--- src/rtl/trap_ctrl_pkg.sv ---
`default_nettype none
// ============================================================================
// Module      : trap_ctrl_pkg
// Description : Shared state encodings, cause codes, CSR addresses and
//               mstatus bit positions for the trap/mret sequencer.
// Revision    : 1.0 - initial release
// ============================================================================
package trap_ctrl_pkg;

  typedef logic [2:0] state_t;

  localparam state_t S_IDLE       = 3'd0;
  localparam state_t S_DRAIN      = 3'd1;
  localparam state_t S_WR_MEPC    = 3'd2;
  localparam state_t S_WR_MCAUSE  = 3'd3;
  localparam state_t S_WR_MSTATUS = 3'd4;
  localparam state_t S_REDIRECT   = 3'd5;

  typedef enum logic [1:0] {
    CAUSE_NONE      = 2'd0,
    CAUSE_ECALL     = 2'd1,
    CAUSE_EBREAK    = 2'd2,
    CAUSE_IRQ_TIMER = 2'd3
  } cause_t;

  localparam logic [63:0] C_CAUSE_ECALL     = 64'd11;
  localparam logic [63:0] C_CAUSE_EBREAK    = 64'd3;
  localparam logic [63:0] C_CAUSE_IRQ_TIMER = 64'h8000_0000_0000_0007;

  localparam logic [11:0] C_CSR_MSTATUS = 12'h300;
  localparam logic [11:0] C_CSR_MEPC    = 12'h341;
  localparam logic [11:0] C_CSR_MCAUSE  = 12'h342;

  localparam int MSTATUS_MIE    = 3;
  localparam int MSTATUS_MPIE   = 7;
  localparam int MSTATUS_MPP_LO = 11;
  localparam int MSTATUS_MPP_HI = 12;

  function automatic logic [63:0] cause_code(input cause_t cause);
    logic [63:0] code;
    code = 64'd0;
    case (cause)
      CAUSE_ECALL:     code = C_CAUSE_ECALL;
      CAUSE_EBREAK:    code = C_CAUSE_EBREAK;
      CAUSE_IRQ_TIMER: code = C_CAUSE_IRQ_TIMER;
      default:         code = 64'd0;
    endcase
    return code;
  endfunction

endpackage
`default_nettype wire

--- src/rtl/trap_csr_gen.sv ---
`default_nettype none
// ============================================================================
// Module      : trap_csr_gen
// Description : Combinational mstatus update and mcause value generator.
// Revision    : 1.0 - initial release
// ============================================================================
module trap_csr_gen
  import trap_ctrl_pkg::*;
(
  input  logic        is_mret,
  input  cause_t      cause,
  input  logic [63:0] mstatus,
  output logic [63:0] mstatus_nxt,
  output logic [63:0] cause_val
);

  always_comb begin
    mstatus_nxt = mstatus;
    if (is_mret) begin
      mstatus_nxt[MSTATUS_MIE]  = mstatus[MSTATUS_MPIE];
      mstatus_nxt[MSTATUS_MPIE] = 1'b1;
    end else begin
      mstatus_nxt[MSTATUS_MPIE] = mstatus[MSTATUS_MIE];
      mstatus_nxt[MSTATUS_MIE]  = 1'b0;
    end
    mstatus_nxt[MSTATUS_MPP_HI:MSTATUS_MPP_LO] = 2'b11;
  end

  assign cause_val = cause_code(cause);

endmodule
`default_nettype wire

--- src/rtl/trap_ctrl.sv ---
`default_nettype none
// ============================================================================
// Module      : trap_ctrl
// Description : Trap/mret sequencer: drains the pipe, writes mepc/mcause/
//               mstatus and redirects the PC. Define TRAP_CTRL_IRQ_EN to let
//               the machine timer interrupt take part.
// Revision    : 1.0 - initial release
// ============================================================================
module trap_ctrl
  import trap_ctrl_pkg::*;
(
  input  logic        clk,
  input  logic        rst,
  input  logic        id_valid,
  input  logic        inst_ecall,
  input  logic        inst_ebreak,
  input  logic        inst_mret,
  input  logic        irq_timer,
  input  logic [63:0] pc_id,
  input  logic [63:0] mstatus,
  input  logic [63:0] mtvec,
  input  logic [63:0] mepc,
  input  logic        pipe_idle,
  output logic        csr_trap,
  output logic        stall_if,
  output logic        csr_wr_en,
  output logic [11:0] csr_wr_addr,
  output logic [63:0] csr_wr_data,
  output logic        redirect_valid,
  output logic [63:0] redirect_pc,
  output logic        busy
);

  state_t      r_state;
  state_t      w_next_state;
  logic        r_busy;
  logic [63:0] r_pc;
  cause_t      r_cause;
  logic        r_is_mret;

  logic        w_irq;
  logic        w_accept;
  cause_t      w_cause;
  logic        w_is_mret;
  logic [63:0] w_mstatus_nxt;
  logic [63:0] w_cause_val;

`ifdef TRAP_CTRL_IRQ_EN
  assign w_irq = irq_timer & mstatus[MSTATUS_MIE];
`else
  logic w_unused_irq;
  assign w_unused_irq = irq_timer;
  assign w_irq        = 1'b0;
`endif

  // Priority encode; lower-priority flags in the same cycle are dropped
  always_comb begin
    w_cause   = CAUSE_NONE;
    w_is_mret = 1'b0;
    if (w_irq)            w_cause   = CAUSE_IRQ_TIMER;
    else if (inst_ecall)  w_cause   = CAUSE_ECALL;
    else if (inst_ebreak) w_cause   = CAUSE_EBREAK;
    else if (inst_mret)   w_is_mret = 1'b1;
  end

  assign w_accept = id_valid & (w_irq | inst_ecall | inst_ebreak | inst_mret);

  trap_csr_gen u_csr_gen (
    .is_mret     (r_is_mret),
    .cause       (r_cause),
    .mstatus     (mstatus),
    .mstatus_nxt (w_mstatus_nxt),
    .cause_val   (w_cause_val)
  );

  always_ff @(posedge clk or posedge rst) begin
    if (rst) begin
      r_state   <= S_IDLE;
      r_busy    <= 1'b0;
      r_pc      <= 64'd0;
      r_cause   <= CAUSE_NONE;
      r_is_mret <= 1'b0;
    end else begin
      r_state <= w_next_state;
      r_busy  <= (w_next_state != S_IDLE);
      if ((r_state == S_IDLE) && w_accept) begin
        r_pc      <= pc_id;
        r_cause   <= w_cause;
        r_is_mret <= w_is_mret;
      end
    end
  end

  always_comb begin
    w_next_state = r_state;
    case (r_state)
      S_IDLE:       if (w_accept) w_next_state = S_DRAIN;
      S_DRAIN:      if (pipe_idle) w_next_state = r_is_mret ? S_WR_MSTATUS : S_WR_MEPC;
      S_WR_MEPC:    w_next_state = S_WR_MCAUSE;
      S_WR_MCAUSE:  w_next_state = S_WR_MSTATUS;
      S_WR_MSTATUS: w_next_state = S_REDIRECT;
      S_REDIRECT:   w_next_state = S_IDLE;
      default:      w_next_state = S_IDLE;
    endcase
  end

  always_comb begin
    csr_wr_en      = 1'b0;
    csr_wr_addr    = 12'd0;
    csr_wr_data    = 64'd0;
    redirect_valid = 1'b0;
    redirect_pc    = 64'd0;
    case (r_state)
      S_WR_MEPC: begin
        csr_wr_en   = 1'b1;
        csr_wr_addr = C_CSR_MEPC;
        csr_wr_data = r_pc & ~64'h3;
      end
      S_WR_MCAUSE: begin
        csr_wr_en   = 1'b1;
        csr_wr_addr = C_CSR_MCAUSE;
        csr_wr_data = w_cause_val;
      end
      S_WR_MSTATUS: begin
        csr_wr_en   = 1'b1;
        csr_wr_addr = C_CSR_MSTATUS;
        csr_wr_data = w_mstatus_nxt;
      end
      S_REDIRECT: begin
        redirect_valid = 1'b1;
        redirect_pc    = r_is_mret ? mepc : (mtvec & ~64'h3);
      end
      default: ;
    endcase
  end

  assign csr_trap = r_busy;
  assign stall_if = r_busy;
  assign busy     = r_busy;

endmodule
`default_nettype wire

--- config.mk ---
export PLATFORM = sky130hd
export DESIGN_NAME = trap_ctrl
export DESIGN_NICKNAME = d
export VERILOG_FILES = /design/src/rtl/trap_ctrl_pkg.sv /design/src/rtl/trap_csr_gen.sv /design/src/rtl/trap_ctrl.sv
export SDC_FILE = /design/constraint.sdc
export NUM_CORES = 1
export LEC_CHECK = 0
export BUFFER_PORTS_ARGS = -buffer_cell sky130_fd_sc_hd__clkbuf_2
export CAP_MARGIN = 20
export CORE_AREA = 2 2 157 159
export CTS_BUF_LIST = sky130_fd_sc_hd__clkbuf_4 sky130_fd_sc_hd__clkbuf_8 sky130_fd_sc_hd__clkbuf_16
export DETAILED_ROUTE_END_ITERATION = 8
export DIE_AREA = 0 0 159 161
export PLACE_DENSITY = 0.57
export SETUP_SLACK_MARGIN = 0.3
export SLEW_MARGIN = 20
export SYNTH_ARGS = -nofsm -noshare
export SYNTH_HDL_FRONTEND = slang
export SYNTH_HIERARCHICAL = 1
export SYNTH_SLANG_ARGS = --single-unit
--- constraint.sdc ---
create_clock -name clk -period 3.67 [get_ports clk]
set_input_delay 0.5505 -clock clk [delete_from_list [all_inputs] [get_ports clk]]
set_output_delay 0.5505 -clock clk [all_outputs]
set_load 0.03 [all_outputs]
==> flow_summary.json <==
{
  "cts_tree": "built",
  "worst_ep_arrival_time_ns": 2.46,
  "finalCritPeriodShare_pct": 82.2,
  "yosysSeqAreaShare_pct": 27.6,
  "rsz0062_at_grt": "false",
  "rows": 57,
  "die-area_um2": 25600,
  "antenna_found_initial": 2,
  "wl_per_cell_um": 16.0,
  "grt_start_max_net_pins": 46,
  "syn_to_final_growth_pct": 27.5,
  "synth-adder-area-share_pct": 0,
  "worstSetupEndpointType": "output pin",
  "synth_cell_types": 38,
  "yosys_warnings": 6,
  "grt_pass1_wl_mm": 30.3,
  "pre_cts_slack_ns": 0.991,
  "gr-total-overflow": 0,
  "ys_ff_latch": 69,
  "crit_type": "flip-flop to output pin",
  "drive_gt1_share_pct": 54.1,
  "layout.cells.most_common_list": "clkbuf_2 (394), mux2i_1 (124), conb_1 (68)",
  "pwr_density_cell_nw_per_um2": 733,
  "max_slew_margin_pct": 38.1,
  "min_period_ns": 3.02,
  "hpwl_mm": 16.2,
  "clockRootBuffer": "clkbuf_16",
  "routed_wl_mm": 19.8,
  "cts_resized": 0,
  "hold_class": "input port to async pin",
  "numCtsBuffers": 9,
  "via_per_inst": 4.13,
  "chipHeight_um": 161,
  "hold_viol": 0,
  "postLayoutCoreUtil_pct": 33.3,
  "drv_slew": 0,
  "netlist.area_leader.share_pct": 27.6,
  "max_freq_mhz": 332,
  "post_cts_buffers": 0,
  "cap_violations": 0,
  "p_leak_nw": 4.32,
  "synth_area_per_cell_um2": 10.4,
  "crit_path_start": "r_state[2]",
  "worst_ir_drop_vdd_mv": 0.291,
  "drt_iter0_markers": 192,
  "setup_ws_ns": 0.655,
  "critPathLaunchType": "flip-flop",
  "clkTransAtPathRegs_ns": 0.06,
  "status": "finished, final reports clean",
  "synth-simple-area-share_pct": 6.35,
  "drcViolationCount": 0,
  "clk_latency_ns": 0.33,
  "dr.pass1.iters": 4,
  "place_congestion": 0.813,
  "start_util_pct": 26.1,
  "netlist_area_um2": 6260,
  "hold_buffers": 0,
  "ant_nets": 0,
  "cts_buffer_depth": 2,
  "path_max_fanout": 45,
  "boundaryPins": 409,
  "port_buffers": 394,
  "synth_area_leaders": "dfrtp_1 (28%), mux2i_1 (20%), buf_4 (16%)",
  "fin_nets": 1171,
  "worstReg2RegStart": "r_state[0]",
  "antenna-diode-count": 0,
  "grtUsageTotal_pct": 15.3,
  "grt_pass1_vias": 5106,
  "finalSetupViolations": 0,
  "synth_xor_area_share_pct": 0.140,
  "worst_pin_slew_ns": 0.928,
  "clock_sinks": 69,
  "synth_compound_area_share_pct": 10.1,
  "fp.dieW_um": 159,
  "core_um2": 24000,
  "placed_cells": 1220,
  "synth_top_family_by_area": "multiplexers",
  "final.setup.tns_ns": 0,
  "yosys.area.top_type": "dfrtp_1",
  "vias": 5100,
  "worstPathRequired_ns": 3.12,
  "skew_ns": 0.00663,
  "htree_num_levels": 3,
  "mostFrequentLayoutCell": "clkbuf_2",
  "stdcell_count": 1235,
  "muxShareOfSynthArea_pct": 34.5,
  "synth_cells": 603
}
## sequential cells by signal, indices dropped and copies added, names as in the netlist
| register | flops |
|---|---|
| busy | 1 |
| r_state | 3 |
| r_is_mret | 1 |
| r_pc | 62 |
| r_cause | 2 |
## power by group
| part | switching (mW) | leakage (nW) | internal, mW |
|---|---|---|---|
| registers | 0.310 | 0.813 | 1.16 |
| logic | 1.99 | 3.37 | 1.59 |
| clock network | 0.315 | 0.140 | 0.492 |
| total | 2.61 | 4.32 | 3.24 |
## synth_stat cells
cell	n
and3_1	2
mux2_4	59
nand3_1	1
clkbuf_1	16
buf_6	1
nand3b_1	1
nand2_1	4
nand2b_1	1
a22o_1	2
and2_4	1
or2b_1	2
o21a_1	1
buf_2	14
o22ai_1	1
and2_1	2
o31ai_1	1
xor2_1	1
and2b_2	2
a21oi_1	3
dfrtp_1	69
nor4b_4	1
and2_2	1
buf_4	133
mux2i_1	124
mux2_2	3
o21ai_0	1
a21boi_0	1
nor2_1	66
conb_1	3
or2_1	2
a22o_2	1
buf_1	5
or3_1	1
o211ai_1	1
o2bb2ai_1	62
a2bb2oi_1	1
buf_12	7
inv_1	6
## path summary, 6_finish.rpt
check	end	slack (ns)	cells past startpoint
worst max-delay path	csr_wr_addr[9]	0.65	4
worst min register to register	r_pc[26]	0.51	1
min in group clk	r_pc[12]	0.45	2
worst min-delay path	r_pc[6]	0.20	2
max in group asynchronous	r_pc[30]	2.49	3
worst max register to register	r_pc[4]	1.22	5
## through the flow
stage / hold WS, ns / total power [mW] / area, µm²
2_1_floorplan: 0.480 / 4.37 / 6510
3_3_place_gp: 0.490 / 5.07 / 7710
3_5_place_dp: 0.492 / 5.10 / 7710
4_1_cts: 0.217 / 5.95 / 7980
5_1_grt: 0.231 / 6.26 / 7980
6_report: 0.199 / 5.85 / 7980
## worst max-delay path, stage by stage (launching register included)
cell	delay [ns]
dfrtp_1	0.56
or2b_2	0.80
buf_4	0.38
nand2_1	0.14
clkbuf_2	0.21
## cell type report
cell class	count	area (µm²)
clock inverters	2	10.0
clock buffers	13	262
inverters	6	23.8
multi-input cells	417	3460
flip-flops and latches	69	1730
repair buffers	404	2080
well taps	324	405
fillers	2552	16000
## cell families (layout without fill, tap and decap cells)
group,Yosys count,count (layout)
mux,186,186
buf+inv,182,425
simple gates,87,87
compound gates,75,75
flops,69,69
other cells,3,68
xor+xnor,1,1
## layer usage
metal,wire length [µm],up-vias,GRT usage (%)
li1,-,2522,-
met1,7230,2324,16.6
met2,10600,235,28.8
met3,1610,19,4.83
met4,318,0,4.09
met5,0,-,0
(Power assumes the default switching activity.)
